[src/rtl/karatsuba_dot_acc_if.sv]
// karatsuba_dot_acc_if: product-in / dot-product-out valid/ready bundle.
interface karatsuba_dot_acc_if #(
    parameter int PW    = 4,
    parameter int ACC_W = 12
);
    logic             in_valid;
    logic             in_ready;
    logic [PW-1:0]    prod;
    logic             out_valid;
    logic             out_ready;
    logic [ACC_W-1:0] out_sum;
    logic             out_ovf;
    modport master (output in_valid, prod, out_ready, input in_ready, out_valid, out_sum, out_ovf);
    modport slave  (input in_valid, prod, out_ready, output in_ready, out_valid, out_sum, out_ovf);
endinterface

[src/rtl/karatsuba_dot_acc.sv]
// karatsuba_dot_acc: saturating accumulator summing VLEN unsigned products into
// one dot-product result, with a per-vector sticky overflow flag.
module karatsuba_dot_acc #(
    parameter int PW    = 4,
    parameter int VLEN  = 8,
    parameter int ACC_W = 12,
    parameter int CW    = $clog2(VLEN)
) (
    input  logic clk,
    input  logic rst_n,
    input  logic clr,
    karatsuba_dot_acc_if.slave s
);
    typedef enum logic {ACCUM, HOLD} state_t;
    state_t           state_q, state_d;
    logic [ACC_W-1:0] acc_q, acc_d, sum_q, sum_d, sat;
    logic [CW-1:0]    cnt_q, cnt_d;
    logic             ovf_q, ovf_d, sovf_q, sovf_d;
    logic [ACC_W:0]   add;
    logic             accept, last;
    assign add    = {1'b0, acc_q} + {{(ACC_W + 1 - PW){1'b0}}, s.prod};
    assign sat    = add[ACC_W] ? '1 : add[ACC_W-1:0];
    assign accept = (state_q == ACCUM) && s.in_valid;
    assign last   = cnt_q == CW'(VLEN - 1);
    always_comb begin
        state_d = state_q;
        acc_d   = acc_q;
        cnt_d   = cnt_q;
        ovf_d   = ovf_q;
        sum_d   = sum_q;
        sovf_d  = sovf_q;
        if (clr) begin
            state_d = ACCUM;
            acc_d   = '0;
            cnt_d   = '0;
            ovf_d   = 1'b0;
        end else if (accept && last) begin
            state_d = HOLD;
            sum_d   = sat;
            sovf_d  = ovf_q | add[ACC_W];
            acc_d   = '0;
            cnt_d   = '0;
            ovf_d   = 1'b0;
        end else if (accept) begin
            acc_d = sat;
            cnt_d = cnt_q + CW'(1);
            ovf_d = ovf_q | add[ACC_W];
        end else if (state_q == HOLD && s.out_ready) begin
            state_d = ACCUM;
        end
    end
    always_ff @(posedge clk or negedge rst_n) begin
        if (!rst_n) begin
            state_q <= ACCUM;
            acc_q   <= '0;
            cnt_q   <= '0;
            ovf_q   <= 1'b0;
            sum_q   <= '0;
            sovf_q  <= 1'b0;
        end else begin
            state_q <= state_d;
            acc_q   <= acc_d;
            cnt_q   <= cnt_d;
            ovf_q   <= ovf_d;
            sum_q   <= sum_d;
            sovf_q  <= sovf_d;
        end
    end
    // Handshake outputs come straight from the state register.
    assign s.in_ready  = state_q == ACCUM;
    assign s.out_valid = state_q == HOLD;
    assign s.out_sum   = sum_q;
    assign s.out_ovf   = sovf_q;
endmodule

[src/flat_wrapper.sv]
// flat-port wrapper written by rule: the top's interface ports become plain ports
module karatsuba_dot_acc_flat 
#(
    parameter int PW    = 4,
    parameter int VLEN  = 8,
    parameter int ACC_W = 12,
    parameter int CW    = $clog2(VLEN)
)
  (clk, rst_n, clr, s_in_valid, s_prod, s_out_ready, s_in_ready, s_out_valid, s_out_sum, s_out_ovf);
  karatsuba_dot_acc_if #(.PW(PW), .ACC_W(ACC_W)) s_i ();
  input  logic clk;
  input  logic rst_n;
  input  logic clr;
  input wire logic [$bits(s_i.in_valid)-1:0] s_in_valid;
  input wire logic [$bits(s_i.prod)-1:0] s_prod;
  input wire logic [$bits(s_i.out_ready)-1:0] s_out_ready;
  output wire logic [$bits(s_i.in_ready)-1:0] s_in_ready;
  output wire logic [$bits(s_i.out_valid)-1:0] s_out_valid;
  output wire logic [$bits(s_i.out_sum)-1:0] s_out_sum;
  output wire logic [$bits(s_i.out_ovf)-1:0] s_out_ovf;
  assign s_i.in_valid = s_in_valid;
  assign s_i.prod = s_prod;
  assign s_i.out_ready = s_out_ready;
  assign s_in_ready = s_i.in_ready;
  assign s_out_valid = s_i.out_valid;
  assign s_out_sum = s_i.out_sum;
  assign s_out_ovf = s_i.out_ovf;
  karatsuba_dot_acc #(.PW(PW), .VLEN(VLEN), .ACC_W(ACC_W), .CW(CW)) u_core (.clk(clk), .rst_n(rst_n), .clr(clr), .s(s_i));
endmodule
[config.mk]
export PLATFORM = sky130hd
export DESIGN_NAME = karatsuba_dot_acc_flat
export DESIGN_NICKNAME = d
export VERILOG_FILES = /design/src/rtl/karatsuba_dot_acc_if.sv /design/src/rtl/karatsuba_dot_acc.sv /design/src/flat_wrapper.sv
export SDC_FILE = /design/constraint.sdc
export NUM_CORES = 1
export LEC_CHECK = 0
export ABC_AREA = 1
export BUFFER_PORTS_ARGS = -buffer_cell sky130_fd_sc_hd__buf_4
export CAP_MARGIN = 15
export CORE_UTILIZATION = 31
export CTS_BUF_LIST = sky130_fd_sc_hd__clkbuf_16
export CTS_CLUSTER_SIZE = 8
export DETAILED_ROUTE_END_ITERATION = 8
export GPL_TIMING_DRIVEN = 0
export SETUP_SLACK_MARGIN = 0.05
export SYNTH_ARGS = -nofsm -noshare
export SYNTH_HDL_FRONTEND = slang
export SYNTH_SLANG_ARGS = --single-unit
[constraint.sdc]
create_clock -name clk -period 2.94 [get_ports clk]
set_clock_uncertainty 0.15 [all_clocks]
set_input_delay 0.441 -clock clk [delete_from_list [all_inputs] [get_ports clk]]
set_output_delay 0.441 -clock clk [all_outputs]
set_load 0.1 [all_outputs]
==> results.json, run 1 <==
{
  "status": "finished clean",
  "overflow": 0,
  "worstSetupPathType": "reg2reg",
  "netlist_area_um2": 1625,
  "synth_async_sr_flop_share_pct": 100.0,
  "finalHoldViolations": 0,
  "gp_congestion": 0.8334,
  "arrival_ns": 2.15,
  "grt_pass1_vias": 1284,
  "synth_xor_area_share_pct": 1.078,
  "critPathMaxFanout": 8,
  "fp.dieH_um": 74.41,
  "worstReg2RegStart": "u_core.acc_q[0]",
  "routedWlPerCell_um": 11.31,
  "dp.final_hpwl_mm": 2.682,
  "start_util_pct": 33.31,
  "core-area_um2": 4880,
  "rr_endpoint": "u_core.s.out_sum[1]",
  "finalCritPeriodShare_pct": 72.94,
  "postCtsResizedCells": 0,
  "hold_path.class": "in2reg",
  "numCtsBuffers": 5,
  "synth_seq_area_share_pct": 46.19,
  "ys_seq_elements": 30,
  "ant_nets": 0,
  "final_core_util_pct": 41.59,
  "die-area_um2": 5537,
  "maxSlewHeadroom_pct": 73.95,
  "worst-r2r-setup-slack_ns": 0.80,
  "track_usage_pct": 14.59,
  "tns_ns": 0,
  "tightest_slew_ns": 0.3907,
  "clk_pin_slew_ns": 0.05,
  "drive_gt1_share_pct": 16.80,
  "synth_nets": 228,
  "drc": 0,
  "grt_first_pass_wirelength_mm": 6.003,
  "yosysTopAreaCell": "dfrtp_1",
  "final_net_count": 259,
  "setup_viol": 0,
  "cts_tree": "yes",
  "synth_common_cells": "nand2_1, dfrtp_1, nand3_1",
  "synth_warnings": 0,
  "clockRootBuffer": "clkbuf_16",
  "yosysTopAreaCellShare_pct": 46.19,
  "critical_path.endpoint_type": "register",
  "drv_slew": 0,
  "cts_buffer_depth": 2,
  "crit_chain": "ha_1, fa_1, nand2_2, a21oi_2, nand3_4, clkinv_2, or2_1, nand2_1, nand2_1",
  "area_delta_synth_final_pct": 24.87,
  "total_power_uw": 997.7,
  "io_buffer_count": 23,
  "period_minus_slack_ns": 2.145,
  "grt_setup_unrepaired": "false",
  "max-cap-violations": 0,
  "power.density_nw_per_um2": 491.6,
  "leakage_nw": 1.088,
  "grt_antenna_before_repair": 0,
  "cp.required_ns": 2.95,
  "via_per_inst": 4.457,
  "fillers": 526,
  "row_count": 25,
  "crit_top_cell": "nand2_1",
  "wirelength_mm": 3.517,
  "critPathLaunchType": "register",
  "synth_compound_area_share_pct": 6.851,
  "holdBufCountCts": 1,
  "synth_adder_area_share_pct": 5.851,
  "regArea_um2": 750.7,
  "ir_drop_mv": 0.2485,
  "netlist_instances": 212,
  "cp_slowest_cell": "fa_1",
  "synth_mux_area_share_pct": 0,
  "die_w_um": 74.41,
  "synth_area_per_cell_um2": 7.667,
  "crit_path_max_incr_delay_ns": 0.41,
  "rr_worst_depth": 9,
  "antenna_cells": 0,
  "yosys.area_share.simple_pct": 34.10,
  "synth_top_family_by_area": "simple AND/OR/NAND/NOR gates",
  "ioPinCount": 24,
  "grt_max_degree": 31,
  "holdPathEnd": "u_core.s.out_valid",
  "yosysMostFrequentCell": "nand2_1",
  "vias": 1386,
  "synth_edf_count": 0,
  "clk_latency_ns": 0.27,
  "synth_area_leaders": "dfrtp_1, nand2_1, nand3_1",
  "htreeDepth": 2,
  "cts_setup_buffers": 0,
  "synth_cell_types": 26,
  "clock_sinks": 30,
  "min-delay-start": "s_out_ready",
  "drt-pass1-iter-count": 4,
  "fmax_mhz": 466.3,
  "min_path_cells": 2,
  "drtIter0Drc": 95,
  "ys.flop_type": "dfrtp_1",
  "multiInputGateArea_um2": 778.2
}
where the power goes:
| group | internal [mW] | switching, mW | total (mW) |
|---|---|---|---|
| Combinational | 0.0374 | 0.0635 | 0.101 |
| Sequential | 0.424 | 0.00744 | 0.431 |
| Clock | 0.304 | 0.162 | 0.466 |
| Total | 0.765 | 0.233 | 0.998 |
worst max-delay path: cells and delay by family (launching register included):
family                     cells  cell delay [ns]
AOI/OAI and AO/OA              1             0.11
adders and majority gates      2             0.66
buffers and inverters          1             0.10
DFF                            1             0.38
and+or+nand+nor                5             0.62
flip-flops by register name (all words and copies together) (netlist names):
name,cells
u_core.s.out_valid,1
u_core.s.out_sum,12
u_core.s.out_ovf,1
u_core.cnt_q,3
u_core.acc_q,12
u_core.ovf_q,1
cell usage in the layout, fill, tap and decap left out:
cell	count
or2_1	2
nand2_2	1
xor2_1	2
nand4_1	2
nor2_2	1
inv_2	1
buf_4	23
o21ai_0	12
ha_1	6
nand3_1	20
nor3_2	1
nand3_4	1
nor2_1	13
a21oi_1	1
o21ai_1	1
clkinv_1	1
clkinv_2	2
nand2_1	87
o31ai_1	1
dlygate4sd3_1	1
or2_2	1
nand3b_1	1
buf_2	4
dfrtp_1	30
clkbuf_16	5
a21oi_2	1
a22o_1	2
inv_1	19
fa_1	1
o21bai_1	1
worst max path at each step:
stage,to,start,cells past startpoint
after floorplan,u_core.s.out_sum[3],u_core.s.out_valid,9
after global placement,u_core.s.out_sum[1],s_prod[0],10
after detailed placement,u_core.s.out_sum[1],s_prod[0],10
after CTS,u_core.s.out_sum[1],u_core.acc_q[0],9
after global routing,u_core.acc_q[1],u_core.acc_q[0],9
final,u_core.s.out_sum[1],u_core.acc_q[0],9
routing by layer:
layer  track usage, %  up-vias  wire length, um
li1                 -      745                -
met1            19.68      616             1715
met2            22.02       20             1593
met3            4.201        5              148
met4            5.870        0               60
met5                0        -                0
final cells by class:
type / count / share of cell area, %
repair buffers: 24 / 9.001
flip-flops and latches: 30 / 36.99
clock inverters: 3 / 0.6165
clock buffers: 5 / 6.165
inverters: 20 / 3.761
well taps: 67 / 4.131
plain buffers: 4 / 0.9864
multi-input cells: 158 / 38.35
through the flow:
step                worst slack (ns)  cells  cell area, um2  hold WS [ns]
global placement              0.6139    302            1882        0.2419
CTS                           0.8086    311            2029        0.1915
global route                  0.6794    311            2029        0.1971
floorplan                     0.5426    212            1625     -0.004591
detailed placement            0.6252    302            1882        0.2475
finish                        0.7955    311            2029        0.1957
cells by family after synthesis:
group,after synthesis
adder cells (fa/ha/maj),7
AND/OR/NAND/NOR,130
XOR/XNOR,2
buffers and inverters,24
flip-flops,30
AO/OA/AOI/OAI,19
(Power assumes the default switching activity.)
==> run 2: changes to the inputs <==
ABC_AREA = 0   (was 1)
clock period = 1.8 ns   (was 2.94 ns; I/O delays follow)
==> results.json, run 2 <==
{
  "placed_area_um2": 2081,
  "synth_adder_area_share_pct": 5.460,
  "yosysTopAreaCellShare_pct": 43.10,
  "cts_tree": "yes",
  "worstSetupPathType": "reg2reg",
  "grt_setup_unrepaired": "true",
  "worst-r2r-setup-slack_ns": -0.29,
  "finalCritPeriodShare_pct": 115.9,
  "min_path_cells": 2,
  "synth_nets": 190,
  "antenna_cells": 0,
  "cts_buffer_depth": 2,
  "synth_seq_area_share_pct": 43.10,
  "dp.final_hpwl_mm": 2.947,
  "die-area_um2": 5922,
  "drive_gt1_share_pct": 46.29,
  "rr_endpoint": "u_core.acc_q[9]",
  "tightest_slew_ns": 0.4351,
  "netlist_instances": 174,
  "final_common_cell": "buf_4",
  "yosysTopAreaCell": "dfrtp_1",
  "synth_area_leaders": "dfrtp_1, o21ai_0, ha_1",
  "track_usage_pct": 17.83,
  "critPathMaxFanout": 4,
  "rr_worst_depth": 6,
  "holdPathEnd": "u_core.s.out_valid",
  "leakage_nw": 1.142,
  "fin_area_um2": 2618,
  "row_count": 26,
  "routedWlPerCell_um": 16.12,
  "max-cap-violations": 0,
  "switching_power_uw": 504.8,
  "pwr-share-clk_pct": 43.4,
  "synth_xor_area_share_pct": 2.011,
  "drc": 0,
  "startpoint": "u_core.cnt_q[0]",
  "grt_antenna_before_repair": 0,
  "grt_pass1_vias": 1629,
  "setup_viol": 27,
  "numCtsBuffers": 5,
  "pre_cts_ws_ns": -0.3081,
  "synth_mux_area_share_pct": 1.221,
  "violations": "setup timing",
  "synth_compound_area_share_pct": 27.59,
  "final_net_count": 244,
  "yosys.area_share.simple_pct": 16.31,
  "worstReg2RegStart": "u_core.cnt_q[0]",
  "fillers": 498,
  "vias": 1610,
  "grt_first_pass_wirelength_mm": 8.155,
  "area_delta_synth_final_pct": 50.29,
  "synth_area_per_cell_um2": 10.01,
  "core-area_um2": 5270,
  "overflow": 0,
  "maxSlewHeadroom_pct": 70.97,
  "hold_path.class": "in2reg",
  "netlist_area_um2": 1742,
  "synth_top_family_by_area": "compound AO/OA/AOI/OAI gates",
  "die_w_um": 76.96,
  "drv_slew": 0,
  "wirelength_mm": 4.820,
  "worst_slack_ns": -0.2870,
  "drt-pass1-iter-count": 4,
  "io_buffer_count": 22,
  "fmax_mhz": 479.2,
  "synth_common_cells": "dfrtp_1, nand2_1, o21ai_0",
  "htreeDepth": 2,
  "synth_warnings": 0,
  "ys_seq_elements": 30,
  "synth_edf_count": 0,
  "power.density_nw_per_um2": 709.2,
  "ys.flop_type": "dfrtp_1",
  "yosysMostFrequentCell": "dfrtp_1",
  "cp.required_ns": 1.85,
  "ioPinCount": 24,
  "ant_nets": 0,
  "p_sw_share_pct": 27.19,
  "clk_pin_slew_ns": 0.05,
  "synth_cell_types": 46,
  "clk_latency_ns": 0.28,
  "status": "complete, but fails checks",
  "synth_async_sr_flop_share_pct": 100.0,
  "min-delay-start": "s_out_ready",
  "clock_sinks": 30,
  "clockRootBuffer": "clkbuf_16",
  "critPathLaunchType": "register",
  "via_per_inst": 5.385,
  "ir_drop_mv": 0.3364,
  "grt_max_degree": 31,
  "intPower_mw": 1.352,
  "p_comb_share_pct": 18.6,
  "layout_common_cells": "buf_4, dfrtp_1, nand2_1",
  "start_util_pct": 33.05,
  "gp_congestion": 0.7869,
  "period_minus_slack_ns": 2.087,
  "arrival_ns": 2.14,
  "finalHoldViolations": 0,
  "critical_path.endpoint_type": "register",
  "fp.dieH_um": 76.96,
  "power_frac_seq_pct": 38.0,
  "drtIter0Drc": 154
}
-- run 2: changes by cell type in the layout (fill, tap and decap cells not counted), sizes merged, moves of 4 or more --
cell    before  now
nand2       88   19
buf         27   55
inv         20    2
nand3       21    7
a21oi        2   12
o21ai       13   18
a211oi       0    4
a21o         0    4
o31ai        1    5
-- run 2: routing by layer --
layer  vias to the layer above  part of all wire, %  global-route usage (%)  wire (um)
met1                       788                   46                   23.22       2207
met5                         -                    0                       0          0
met2                        60                   47                   27.41       2257
met3                        10                  5.4                   3.929        259
li1                        752                    -                       -          -
met4                         0                  2.0                   9.423         95
-- run 2: cell families (layout without fill, tap and decap cells) --
group	Yosys count	count (layout)
mux	2	2
flops	30	30
compound gates	64	64
fa+ha+maj	7	7
xor+xnor	4	4
buf+inv	13	68
simple gates	54	54
-- run 2: layout make-up --
cell class                 instances  area (um2)  area share [%]
multi-input combinational        131        1124           42.93
sequential                        30       754.5           28.82
timing repair buffer              47       405.4           15.49
clock buffer                       5       125.1           4.780
buffer                            10       90.09           3.442
tap                               70       87.58           3.346
clock inverter                     3       16.27          0.6214
inverter                           3       15.01          0.5736
-- run 2: worst max-delay path by stage --
stage	cells after the start	end	slack, ns
finish	6	u_core.acc_q[9]	-0.29
global route	6	u_core.acc_q[9]	-0.38
CTS	6	u_core.acc_q[9]	-0.29
detailed placement	8	u_core.s.out_sum[9]	-0.31
global placement	8	u_core.s.out_sum[9]	-0.30
floorplan	6	u_core.acc_q[9]	-0.13
-- run 2: timing repair --
item | in CTS | in global routing
endpoints found under the hold margin | 30 | 0
hold buffers | 1 | 0
cloned | 2 | 0
endpoints found under the setup margin | 29 | 29
gates resized for setup | 44 | 8
pin swaps | 13 | 11
buffers inserted | 20 | 3
-- run 2: critical path, cell delays in order, from the launching register on --
cell and delay, ns:
dfrtp_1 0.39, ha_2 0.21, ha_4 0.16, or4b_4 0.56
a2111oi_4 0.35, a21oi_1 0.10, o211ai_2 0.09
-- run 2: power by group through the flow --
stage / clock [mW] / combinational, mW / sequential (mW)
after CTS: 0.822 / 0.331 / 0.706
after global routing: 0.847 / 0.368 / 0.707
after global placement: 0 / 0.240 / 0.714
after floorplan: 0 / 0.169 / 0.719
after detailed placement: 0 / 0.242 / 0.714
final: 0.806 / 0.345 / 0.706
-- run 2: through the flow --
stage	hold slack, ns	utilization (%)	cells	TNS, ns	power [mW]
after floorplan	-0.1756	-	174	-0.8874	0.8880
after CTS	0.01257	49.05	297	-2.916	1.859
after detailed placement	0.07884	39.48	266	-4.934	0.9556
after global placement	0.08056	39.48	266	-4.889	0.9540
after global routing	0.02865	49.67	299	-4.919	1.922
final	0.009221	49.67	299	-3.358	1.856
==> run 3: changes to the inputs <==
ABC_AREA = 1   (was 0)
RECOVER_POWER = 50   (was unset)
==> results.json, run 3 (synthesis results as in run 1) <==
{
  "dp.final_hpwl_mm": 2.670,
  "maxSlewHeadroom_pct": 49.69,
  "drv_slew": 0,
  "endpoint": "u_core.s.out_sum[0]",
  "clock_sinks": 30,
  "cp_slowest_cell": "dfrtp_1",
  "die_w_um": 74.41,
  "startpoint": "u_core.acc_q[0]",
  "pre_cts_ws_ns": -0.2043,
  "worstReg2RegStart": "u_core.acc_q[0]",
  "critPathMaxFanout": 6,
  "layout_common_cells": "nand2_1, buf_4, dfrtp_1",
  "rr_endpoint": "u_core.s.out_sum[0]",
  "worst_slack_ns": -0.1223,
  "cts_tree": "yes",
  "cp.required_ns": 1.81,
  "grt_antenna_before_repair": 0,
  "fin_hold_ws_ns": 0.007476,
  "ioPinCount": 24,
  "final_common_cell": "nand2_1",
  "ant_nets": 0,
  "track_usage_pct": 15.51,
  "worstSetupPathType": "reg2reg",
  "max-cap-violations": 0,
  "antenna_cells": 0,
  "start_util_pct": 33.31,
  "overflow": 0,
  "core-area_um2": 4880,
  "drive_gt1_share_pct": 25.59,
  "clockRootBuffer": "clkbuf_16",
  "cts_buffer_depth": 2,
  "period_minus_slack_ns": 1.922,
  "placed_area_um2": 1936,
  "status": "complete, but fails checks",
  "numCtsBuffers": 5,
  "drt-pass1-iter-count": 4,
  "crit_top_cell": "nand2_1",
  "fmax_mhz": 520.2,
  "area_delta_synth_final_pct": 37.64,
  "violations": "setup timing",
  "clk_pin_slew_ns": 0.05,
  "grt_max_degree": 31,
  "fin_area_um2": 2237,
  "via_per_inst": 4.592,
  "die-area_um2": 5537,
  "min_path_cells": 2,
  "hold_path.class": "in2reg",
  "drtIter0Drc": 65,
  "finalHoldViolations": 0,
  "power.density_nw_per_um2": 819.0,
  "fp.dieH_um": 74.41,
  "finalCritPeriodShare_pct": 106.8,
  "setup_viol": 20,
  "final_net_count": 269,
  "total_power_mw": 1.832,
  "grt_setup_unrepaired": "true",
  "clk_latency_ns": 0.27,
  "tns_ns": -1.265,
  "critPathLaunchType": "register",
  "io_buffer_count": 23,
  "htreeDepth": 2,
  "routedWlPerCell_um": 11.69,
  "rr_worst_depth": 9,
  "worst-r2r-setup-slack_ns": -0.12,
  "grt_first_pass_wirelength_mm": 6.327,
  "gp_congestion": 0.8487,
  "critical_path.endpoint_type": "register",
  "grt_pass1_vias": 1342,
  "tightest_slew_ns": 0.7546,
  "row_count": 25,
  "wirelength_mm": 3.753,
  "crit_path_max_incr_delay_ns": 0.40,
  "crit_chain": "ha_4, fa_2, nand2_4, a21oi_4, nand3_4, clkinv_4, or2_1, nand2_1, nand2_1",
  "arrival_ns": 1.93,
  "vias": 1474,
  "ir_drop_mv": 0.5465,
  "leakage_nw": 1.188,
  "drc": 0
}
run 3: final cells by class:
cell class,count,area [um2]
fill,506,2643
clock inverter,3,37.54
multi-input combinational,158,862.1
buffer,4,26.28
timing repair buffer,34,255.2
sequential,30,754.5
clock buffer,5,125.1
inverter,20,92.59
tap,67,83.83
run 3: worst min path at each step:
stage                      startpoint                  end  slack, ns
after CTS                 s_out_ready   u_core.s.out_valid      0.003
after global routing      s_out_ready   u_core.s.out_valid       0.01
after global placement          rst_n  u_core.s.out_sum[7]       0.07
final                     s_out_ready   u_core.s.out_valid      0.007
after detailed placement        rst_n  u_core.s.out_sum[5]       0.07
after floorplan                 rst_n      u_core.acc_q[0]      -0.18
run 3: metal layers:
metal	track usage (%)	vias up	share of wire [%]
met1	21.82	681	48
met4	6.289	0	1.5
met5	0	-	0
li1	-	759	-
met2	23.22	27	46
met3	3.252	7	4.3
run 3: power breakdown:
| part | switching [mW] | internal (mW) | total [mW] |
|---|---|---|---|
| registers | 0.0147 | 0.691 | 0.706 |
| logic | 0.118 | 0.0847 | 0.203 |
| clock network | 0.282 | 0.642 | 0.923 |
run 3: repair_timing:
| action | 4_1_cts | 5_1_grt |
|---|---|---|
| hold endpoints to repair | 30 | 0 |
| gates resized for setup | 7 | 7 |
| setup buffers | 4 | 6 |
| pin swaps | 1 | 4 |
| hold buffers | 1 | 0 |
| setup endpoints to repair | 24 | 26 |
run 3: critical path: cells and delay by family (launching register included):
family          cells  cell delay (ns)
simple gates        5             0.57
fa+ha+maj           2             0.53
buf+inv             1             0.08
flops               1             0.40
compound gates      1             0.07
run 3: metrics by stage:
| step | std cells | utilization [%] |
|---|---|---|
| 2_1_floorplan | 212 | - |
| 3_3_place_gp | 302 | 39.67 |
| 3_5_place_dp | 302 | 39.67 |
| 4_1_cts | 315 | 44.51 |
| 5_1_grt | 321 | 45.85 |
| 6_report | 321 | 45.85 |
